[config.mk]
export PLATFORM = sky130hd
export DESIGN_NAME = mem_port_arbiter
export DESIGN_NICKNAME = d
export VERILOG_FILES = /design/src/rtl/mem_port_arbiter_pkg.sv /design/src/rtl/arb_wait_timer.sv /design/src/rtl/mem_port_arbiter.sv
export SDC_FILE = /design/constraint.sdc
export NUM_CORES = 1
export LEC_CHECK = 0
export BUFFER_PORTS_ARGS = -buffer_cell sky130_fd_sc_hd__buf_2
export CORE_MARGIN = 3
export CORE_UTILIZATION = 43
export DETAILED_ROUTE_END_ITERATION = 10
export GPL_ROUTABILITY_DRIVEN = 0
export GPL_TIMING_DRIVEN = 0
export HOLD_SLACK_MARGIN = 0.02
export PLACE_DENSITY_LB_ADDON = 0.1
export SLEW_MARGIN = 5
export SYNTH_ARGS = -nofsm -noshare
export SYNTH_HDL_FRONTEND = slang
export SYNTH_SLANG_ARGS = --single-unit
export TNS_END_PERCENT = 20
[constraint.sdc]
create_clock -name CLK -period 3.4 [get_ports CLK]
set_input_delay 0.51 -clock CLK [delete_from_list [all_inputs] [get_ports CLK]]
set_output_delay 0.51 -clock CLK [all_outputs]
set_load 0.1 [all_outputs]
[src/rtl/mem_port_arbiter_pkg.sv]
// ---------------------------------------------------------------------------
// mem_port_arbiter_pkg
// Shared definitions for the CPU memory-port arbiter:
//   arb_state_t      - arbiter FSM state encoding (also exported on dbg_state)
//   FETCH_TYPE       - size code driven on MEM_type for instruction fetches
//   DEF_TIMEOUT      - default memory wait limit, in cycles
//   DEF_MAX_DSTREAK  - default number of back-to-back data grants allowed
//                      while a fetch is waiting
// ---------------------------------------------------------------------------
package mem_port_arbiter_pkg;

   typedef enum logic [1:0] {
      ST_IDLE    = 2'd0,
      ST_BUSY_IF = 2'd1,
      ST_BUSY_D  = 2'd2,
      ST_RESP    = 2'd3
   } arb_state_t;

   localparam logic [2:0] FETCH_TYPE      = 3'b010;
   localparam int         DEF_TIMEOUT     = 16;
   localparam int         DEF_MAX_DSTREAK = 4;

endpackage

[src/rtl/arb_wait_timer.sv]
// ---------------------------------------------------------------------------
// arb_wait_timer
// Counts cycles spent waiting for the memory to answer.
//   i_clk      - clock
//   i_rst      - synchronous active-high reset
//   i_clear    - zero the count (new access granted)
//   i_enable   - one more cycle waited without an answer
//   o_expired  - this enabled cycle brings the count to TIMEOUT
// The count saturates at TIMEOUT. o_expired is combinational so the owner can
// abort in the same cycle the limit is reached, which keeps the access on the
// bus for exactly TIMEOUT cycles.
// ---------------------------------------------------------------------------
module arb_wait_timer
   import mem_port_arbiter_pkg::*;
#(
   parameter int TIMEOUT = DEF_TIMEOUT
) (
   input  logic i_clk,
   input  logic i_rst,
   input  logic i_clear,
   input  logic i_enable,
   output logic o_expired
);

   localparam int              CW     = $clog2(TIMEOUT + 1);
   localparam logic [CW-1:0]   C_MAX  = CW'(TIMEOUT);
   localparam logic [CW-1:0]   C_LAST = CW'(TIMEOUT - 1);

   logic [CW-1:0] r_count;

   always_ff @(posedge i_clk) begin
      if (i_rst || i_clear) begin
         r_count <= '0;
      end else if (i_enable && (r_count != C_MAX)) begin
         r_count <= r_count + CW'(1);
      end
   end

   assign o_expired = i_enable && (r_count == C_LAST);

endmodule

[src/rtl/mem_port_arbiter.sv]
// ---------------------------------------------------------------------------
// mem_port_arbiter
// Shares one memory port between the instruction-fetch and data requesters.
//
// Ports
//   CLK, rst                 clock, synchronous active-high reset
//   if_req/if_addr           fetch request (held until if_gnt) and address
//   if_gnt/if_valid/if_rdata fetch accept pulse, completion pulse, data
//   d_req/d_we/d_addr/d_wdata/d_type  data request fields
//   d_gnt/d_valid/d_rdata    data accept pulse, completion pulse, load data
//   MEM_req/MEM_we/MEM_addr/MEM_wdata/MEM_type  memory access (registered)
//   MEM_ready/MEM_rdata      memory completion strobe and read data
//   err                      pulse: access aborted after TIMEOUT cycles
//   cpu_stall                a request is waiting or the port is occupied
//   dbg_state                current FSM state
//
// Handshake: a requester holds *_req until the cycle *_gnt is high; the grant
// is combinational from IDLE and the request fields are latched on that edge.
// The memory sees MEM_req with stable fields until it returns MEM_ready for
// one cycle; the requester then gets exactly one *_valid pulse, with data
// zero for writes and for timed-out accesses.
// ---------------------------------------------------------------------------
module mem_port_arbiter
   import mem_port_arbiter_pkg::*;
#(
   parameter int TIMEOUT     = DEF_TIMEOUT,
   parameter int MAX_DSTREAK = DEF_MAX_DSTREAK
) (
   input  logic        CLK,
   input  logic        rst,
   input  logic        if_req,
   input  logic [31:0] if_addr,
   output logic        if_gnt,
   output logic        if_valid,
   output logic [31:0] if_rdata,
   input  logic        d_req,
   input  logic        d_we,
   input  logic [31:0] d_addr,
   input  logic [31:0] d_wdata,
   input  logic [2:0]  d_type,
   output logic        d_gnt,
   output logic        d_valid,
   output logic [31:0] d_rdata,
   output logic        MEM_req,
   output logic        MEM_we,
   output logic [31:0] MEM_addr,
   output logic [31:0] MEM_wdata,
   output logic [2:0]  MEM_type,
   input  logic        MEM_ready,
   input  logic [31:0] MEM_rdata,
   output logic        err,
   output logic        cpu_stall,
   output arb_state_t  dbg_state
);

   localparam int            DW    = (MAX_DSTREAK < 1) ? 1 : $clog2(MAX_DSTREAK + 1);
   localparam logic [DW-1:0] MAX_V = DW'(MAX_DSTREAK);

   arb_state_t    r_state;
   logic          r_mem_req;
   logic          r_mem_we;
   logic [31:0]   r_mem_addr;
   logic [31:0]   r_mem_wdata;
   logic [2:0]    r_mem_type;
   logic [31:0]   r_rdata;
   logic          r_if_valid;
   logic          r_d_valid;
   logic          r_err;
   logic [DW-1:0] r_dstreak;

   logic          w_idle;
   logic          w_busy;
   logic          w_fetch_wins;
   logic          w_if_gnt;
   logic          w_d_gnt;
   logic          w_expired;

   assign w_idle = (r_state == ST_IDLE) && !rst;
   assign w_busy = (r_state == ST_BUSY_IF) || (r_state == ST_BUSY_D);

   // Data normally wins; once the data side has taken MAX_DSTREAK grants in a
   // row while a fetch waited, the fetch gets the next slot.
   assign w_fetch_wins = if_req && (!d_req || (r_dstreak == MAX_V));
   assign w_if_gnt     = w_idle && w_fetch_wins;
   assign w_d_gnt      = w_idle && d_req && !w_fetch_wins;

   arb_wait_timer #(
      .TIMEOUT   (TIMEOUT)
   ) u_wait_timer (
      .i_clk     (CLK),
      .i_rst     (rst),
      .i_clear   (w_if_gnt || w_d_gnt),
      .i_enable  (w_busy && !MEM_ready),
      .o_expired (w_expired)
   );

   always_ff @(posedge CLK) begin
      if (rst) begin
         r_state     <= ST_IDLE;
         r_mem_req   <= 1'b0;
         r_mem_we    <= 1'b0;
         r_mem_addr  <= '0;
         r_mem_wdata <= '0;
         r_mem_type  <= '0;
         r_rdata     <= '0;
         r_if_valid  <= 1'b0;
         r_d_valid   <= 1'b0;
         r_err       <= 1'b0;
      end else begin
         r_if_valid <= 1'b0;
         r_d_valid  <= 1'b0;
         r_err      <= 1'b0;
         unique case (r_state)
            ST_IDLE: begin
               if (w_if_gnt) begin
                  r_state     <= ST_BUSY_IF;
                  r_mem_req   <= 1'b1;
                  r_mem_we    <= 1'b0;
                  r_mem_addr  <= if_addr;
                  r_mem_wdata <= '0;
                  r_mem_type  <= FETCH_TYPE;
               end else if (w_d_gnt) begin
                  r_state     <= ST_BUSY_D;
                  r_mem_req   <= 1'b1;
                  r_mem_we    <= d_we;
                  r_mem_addr  <= d_addr;
                  r_mem_wdata <= d_wdata;
                  r_mem_type  <= d_type;
               end
            end
            ST_BUSY_IF, ST_BUSY_D: begin
               // A timeout completes like a normal access but skips RESP:
               // the valid/err pulse appears while already back in IDLE.
               if (MEM_ready || w_expired) begin
                  r_state     <= MEM_ready ? ST_RESP : ST_IDLE;
                  r_rdata     <= (MEM_ready && !r_mem_we) ? MEM_rdata : '0;
                  r_err       <= !MEM_ready;
                  r_if_valid  <= (r_state == ST_BUSY_IF);
                  r_d_valid   <= (r_state == ST_BUSY_D);
                  r_mem_req   <= 1'b0;
                  r_mem_we    <= 1'b0;
                  r_mem_addr  <= '0;
                  r_mem_wdata <= '0;
                  r_mem_type  <= '0;
               end
            end
            ST_RESP: begin
               r_state <= ST_IDLE;
            end
            default: begin
               r_state <= ST_IDLE;
            end
         endcase
      end
   end

   // The streak only means something while a fetch is waiting, so any cycle
   // without if_req resets it.
   always_ff @(posedge CLK) begin
      if (rst) begin
         r_dstreak <= '0;
      end else if (w_if_gnt || !if_req) begin
         r_dstreak <= '0;
      end else if (w_d_gnt && (r_dstreak != MAX_V)) begin
         r_dstreak <= r_dstreak + DW'(1);
      end
   end

   assign if_gnt    = w_if_gnt;
   assign d_gnt     = w_d_gnt;
   assign if_valid  = r_if_valid;
   assign d_valid   = r_d_valid;
   assign if_rdata  = r_if_valid ? r_rdata : '0;
   assign d_rdata   = r_d_valid ? r_rdata : '0;
   assign err       = r_err;
   assign MEM_req   = r_mem_req;
   assign MEM_we    = r_mem_we;
   assign MEM_addr  = r_mem_addr;
   assign MEM_wdata = r_mem_wdata;
   assign MEM_type  = r_mem_type;
   assign cpu_stall = (if_req && !w_if_gnt) || (d_req && !w_d_gnt) || (r_state != ST_IDLE);
   assign dbg_state = r_state;

endmodule

==> results_dict.tcl, run 1 <==
set metrics [dict create \
    status "complete, no violations" \
    r2r-end "MEM_addr[29]" \
    area_delta_synth_final_pct 37.9 \
    layout_common_cells "buf_2, dfxtp_1, o21ai_0" \
    start_util_pct 44.5 \
    rsz0062_at_grt "false" \
    crit_fanout 10 \
    finalHoldViolCount 0 \
    antenna_found_initial 0 \
    intPower_w 0.00431 \
    portBuffers 275 \
    worstSetupPathType "flip-flop to primary output" \
    ant_nets 0 \
    clk_latency_ps 400 \
    syn_avg_cell_area_sq_um 8.80 \
    postCtsHoldBufs 0 \
    r2r_slack_ps 1130 \
    worstPathCellList "inv_1, ha_1, a21boi_2, clkbuf_1, nor2_1, buf_2" \
    dp_hpwl_um 14000 \
    hold_path.class "primary input to flip-flop" \
    cts_tree "built" \
    finalSetupViolations 0 \
    nets 1120 \
    synth_largest_area_cell "dfxtp_1" \
    synth.distinct_cells 45 \
    max_slew.worst_pin.slew_ps 664 \
    synth_top_area_share_pct 38.1 \
    ys.flop_type "dfxtp_1" \
    crit_path_max_incr_delay_ps 410 \
    clkTransAtPathRegs_ps 50 \
    min_path_cells 2 \
    grt_pass1_vias 5780 \
    relSlewSlack_pct 55.2 \
    min_period_over_period_pct 81.2 \
    min_to "r_rdata[14]" \
    dp_cells 1131 \
    dieArea_sq_mm 0.0154 \
    post_cts_buffers 0 \
    track_usage_pct 23.5 \
    wl_um 18700 \
    layout_commonest_cell "buf_2" \
    cp.depth 6 \
    drv_slew 0 \
    cts_root_buffer "clkbuf_16" \
    start_kind "flip-flop" \
    core_sq_mm 0.0135 \
    switching_share_pct 52.2 \
    die-height_um 124 \
    num_vias 6193 \
    drtPass1Iterations 5 \
    grt_pass1_wl_um 28500 \
    cp.required_ps 2890 \
    grt_overflow 0 \
    seq_area_frac_synth_pct 38.1 \
    finish.utilization_pct 61.4 \
    clkSinkCount 114 \
    ys_ff_latch 114 \
    post_cts_resize_count 0 \
    drive_gt1_share_pct 36.5 \
    synthCells 680 \
    maxCapViolations 0 \
    crit_slowest_cell "a21boi_2" \
    numCtsBuffers 17 \
    p_comb_share_pct 55.6 \
    syn_area_sq_mm 0.00599 \
    grt_max_degree 17 \
    synthArstFlopShare_pct 0 \
    yosysWarnings 0 \
    final_cell_count_no_fill 1162 \
    min_period_ps 2760 \
    drc 0 \
    critPathCaptureType "primary output" \
    rows 42 \
    clockBufferDepth 2 \
    worstPathArrival_ps 2250 \
    diodes 0 \
    max_freq_mhz 362 \
    reg2regPathDepth 7 \
    io_pins 278 \
    p_leak_nw 4.15 \
    power.density_mw_per_mm2 1090 \
    synth_fp_nets 826 \
    peakVddDrop_uv 931 \
    avgRoutedWirePerCell_um 16.1 \
    p_switching_w 0.00471 \
    hp-start "MEM_rdata[14]" \
    synth.area.top_cells "dfxtp_1, o21ai_0, and2_1, mux2i_1, a22o_1" \
    clockPowerShare_pct 22.1 \
    reg2reg_from "u_wait_timer.r_count[0]" \
    die_w_um 124 \
    via_per_inst 5.33 \
    setup_tns_ps 0 \
    synth_edf_count 0 \
    power_frac_seq_pct 22.3 \
    cp_top_family "buffers and inverters" \
    skew_ps 6.91 \
    htreeDepth 4 \
    crit_buf_inv 3 \
    dr.first_iter.drc_count 243 \
]
## final cells by class
type,count,area [sq um]
Tap cell,176,220
Inverter,10,37.5
Fill cell,1243,5200
Clock buffer,23,498
Multi-Input combinational cell,480,3280
Clock inverter,8,173
Buffer,76,388
Sequential cell,114,2280
Timing Repair Buffer,275,1380
## per-stage QoR
step | cell area, sq um | hold WS, ps | setup slack (ps) | power (W)
finish | 8250 | 317 | 638 | 0.00902
global route | 8250 | 303 | 488 | 0.00943
CTS | 8250 | 298 | 618 | 0.00908
detailed placement | 7580 | 445 | 988 | 0.00706
global placement | 7580 | 442 | 1010 | 0.00704
floorplan | 5990 | 455 | 35.7 | 0.00616
## flip-flops by register name (all words and copies together), names as in the netlist, 2 cells and up
signal	cells
u_wait_timer.r_count	5
r_dstreak	3
dbg_state	2
MEM_wdata	32
r_rdata	32
MEM_type	3
MEM_addr	32
## power groups by stage
stage	Clock, W	Combinational, W	Sequential [W]
global route	0.00209	0.00528	0.00206
detailed placement	0	0.00503	0.00203
CTS	0.00203	0.00504	0.00201
global placement	0	0.00501	0.00203
finish	0.00199	0.00501	0.00201
floorplan	0	0.00178	0.00438
## synthesized netlist by cell type, types with 2 or more instances
master	count
nor4bb_1	2
or2_2	2
and2_1	67
mux2i_1	36
dfxtp_1	114
nor2b_1	36
ha_1	9
buf_6	7
nand2b_1	2
nand3_1	6
a21o_1	2
a211o_1	32
inv_1	10
a211oi_1	33
a21oi_1	10
nor4_1	21
nor4_2	11
buf_2	25
buf_4	5
and3_1	3
o21ai_0	110
clkbuf_1	38
a22o_1	33
nor2_1	5
nand2_1	38
and3b_1	2
a221oi_1	2
nand3b_1	2
## how the worst max path moves through the flow
stage / from / end / slack (ps)
finish: r_dstreak[0] / if_gnt / 640
global route: r_dstreak[0] / if_gnt / 490
CTS: dbg_state[1] / if_gnt / 620
detailed placement: d_req / if_gnt / 990
global placement: d_req / if_gnt / 1010
floorplan: dbg_state[0] / d_gnt / 40
## kinds of logic after synthesis
family / after synthesis / synth area share, %
and+or+nand+nor: 205 / 21.3
adders and majority gates: 9 / 1.88
AOI/OAI and AO/OA: 230 / 25.6
buffers and inverters: 86 / 7.11
DFF: 114 / 38.1
muxes: 36 / 6.02
## routing by layer
metal | global-route usage [%] | share of wire [%] | up-vias
met5 | 0 | 0 | -
met4 | 7.94 | 1.6 | 0
met3 | 6.45 | 8.7 | 23
met2 | 39.0 | 47 | 244
met1 | 29.4 | 43 | 2874
li1 | - | - | 3052
Power figures use the tool's default switching activity.
==> run 2, diff against run 1 <==
--- a/config.mk
+++ b/config.mk
@@ -5,6 +5,7 @@
 export SDC_FILE = /design/constraint.sdc
 export NUM_CORES = 1
 export LEC_CHECK = 0
+export ABC_AREA = 1
 export BUFFER_PORTS_ARGS = -buffer_cell sky130_fd_sc_hd__buf_2
 export CORE_MARGIN = 3
 export CORE_UTILIZATION = 43
==> constraint.sdc (replaced) <==
create_clock -name CLK -period 2.3 [get_ports CLK]
set_input_delay 0.345 -clock CLK [delete_from_list [all_inputs] [get_ports CLK]]
set_output_delay 0.345 -clock CLK [all_outputs]
set_load 0.1 [all_outputs]
==> run 2 against run 1 <==
  * Area after synthesis shrank 1.8%
  * Global-route usage grew 0.54 points
  * Largest cell class unchanged
  * Non-clock buffer count shrank 4
  * Design area grew 0.29%
  * Final cell count grew 25%
  * Die area shrank 1.7%
  * Hold slack lost 130 ps
  * Wire length shrank 0.88%
  * Clock-buffer cell count grew 2
  * Synthesized cell count grew 41%
  * Critical path type unchanged
==> results_dict.tcl, run 2 <==
set metrics [dict create \
    syn_avg_cell_area_sq_um 6.13 \
    clkSinkCount 114 \
    layout_common_cells "buf_2, nand2_1, inv_1" \
    finalHoldViolCount 0 \
    grt_overflow 0 \
    clkTransAtPathRegs_ps 50 \
    synthCells 959 \
    nets 1409 \
    rows 42 \
    synth_edf_count 0 \
    core_sq_mm 0.0133 \
    numCtsBuffers 17 \
    cts_root_buffer "clkbuf_16" \
    ys.flop_type "dfxtp_1" \
    yosysWarnings 0 \
    ant_nets 0 \
    synthArstFlopShare_pct 0 \
    crit_fanout 10 \
    dp_cells 1411 \
    relSlewSlack_pct 55.8 \
    syn_area_sq_mm 0.00588 \
    critPathCaptureType "primary output" \
    synth_largest_area_cell "dfxtp_1" \
    min_period_ps 2230 \
    grt_max_degree 17 \
    fin_area_sq_mm 0.00828 \
    whs_ps 189 \
    drc 0 \
    die_w_um 123 \
    area_delta_synth_final_pct 40.8 \
    grt_pass1_vias 5867 \
    dieArea_sq_mm 0.0151 \
    dr.first_iter.drc_count 313 \
    htreeDepth 4 \
    placed_area_sq_mm 0.00753 \
    grt_pass1_wl_um 28500 \
    finalSetupViolations 0 \
    rsz0062_at_grt "true" \
    die-height_um 123 \
    synth_top_area_share_pct 38.8 \
    dp_hpwl_um 14200 \
    start_util_pct 44.2 \
    min_period_over_period_pct 96.9 \
    cp.required_ps 1960 \
    clockBufferDepth 2 \
    status "complete, no violations" \
    clk_latency_ps 410 \
    io_pins 278 \
    skew_ps 8.74 \
    num_vias 6669 \
    hold_path.class "primary input to flip-flop" \
    layout_commonest_cell "buf_2" \
    portBuffers 276 \
    synth_common_cells "nand2_1, inv_1, nor2_1" \
    drtPass1Iterations 6 \
    antenna_found_initial 3 \
    final_cell_count_no_fill 1453 \
    seq_area_frac_synth_pct 38.8 \
    avgRoutedWirePerCell_um 12.8 \
    maxCapViolations 0 \
    start_kind "flip-flop" \
    synth.distinct_cells 26 \
    max_slew.worst_pin.slew_ps 663 \
    worstSetupPathType "flip-flop to primary output" \
    cts_tree "built" \
    drv_slew 0 \
    via_per_inst 4.59 \
    track_usage_pct 24.0 \
    max_freq_mhz 449 \
    synth_fp_nets 1105 \
    drive_gt1_share_pct 27.2 \
    synth_most_common_cell "nand2_1" \
    synth.area.top_cells "dfxtp_1, nand2_1, inv_1, nor2_1, nand3_1" \
    ys_ff_latch 114 \
    worstPathArrival_ps 1880 \
    wl_um 18600 \
]
==> run 2: changes by cell type after synthesis, sizes merged, moves of 33 or more <==
| cell | before | now |
|---|---|---|
| o21ai | 110 | 38 |
| nor2 | 5 | 144 |
| nand3 | 6 | 97 |
| mux2i | 36 | 0 |
| nor2b | 36 | 0 |
| a22o | 33 | 0 |
| nand2 | 38 | 269 |
| inv | 10 | 155 |
| and2 | 67 | 0 |
==> run 2: repair_timing <==
| item | 4_1_cts | 5_1_grt |
|---|---|---|
| resized for setup | 15 | 24 |
| cloned | 0 | 0 |
| hold buffers | 0 | 0 |
| hold endpoints to repair | 0 | 0 |
| setup endpoints to repair | 6 | 96 |
| buffers inserted | 1 | 8 |
| pin swaps | 2 | 3 |
==> run 2: worst max-delay path, cell delays in order (launching register included) <==
cell and delay [ps]:
dfxtp_1 310, inv_1 90, ha_1 160, nand2_1 100, nand2_4 110, nand3_4 120
buf_8 170, a21oi_4 140, o21ai_4 80, buf_12 170
==> run 2: kinds of logic after synthesis <==
logic type | Yosys count | share of synthesized area [%]
flip-flops | 114 | 38.8
AO/OA/AOI/OAI | 69 | 6.07
AND/OR/NAND/NOR | 548 | 38.8
buffers and inverters | 217 | 14.2
adder cells (fa/ha/maj) | 9 | 1.92
XOR/XNOR | 2 | 0.298
==> run 2: worst paths after layout <==
path	slack, ps	cells past startpoint	start	to
min reg2reg	470	2	MEM_wdata[26]	MEM_wdata[26]
max	70	9	r_dstreak[0]	cpu_stall
min	190	3	MEM_rdata[26]	r_rdata[26]
max reg2reg	160	12	u_wait_timer.r_count[1]	MEM_addr[4]
==> run 2: per-layer routing <==
metal	vias up	GRT usage (%)	part of all wire, %
met3	36	7.78	8.5
met2	241	40.0	46
met1	2853	28.7	42
met4	2	9.38	2.8
met5	-	0	0.059
li1	3537	-	-
==> run 2: cell type report <==
class	instances	area [sq um]
fillers	1369	5020
multi-input cells	628	2840
flip-flops and latches	114	2290
repair buffers	285	1490
inverters	155	587
clock buffers	25	515
plain buffers	62	283
well taps	176	220
clock inverters	5	50.0
diodes	3	7.51
==> run 2: per-stage QoR <==
step	setup TNS, ps	setup WS [ps]	util (%)
global route	-638	-48.7	62.2
floorplan	-2840	-337	-
detailed placement	-229	-228	56.7
global placement	-233	-233	56.7
finish	0	70.6	62.3
CTS	-188	-106	61.3
Power of run 2 is not shown: default switching activity piles up to over one toggle a cycle in this logic, so the estimate is an artifact.
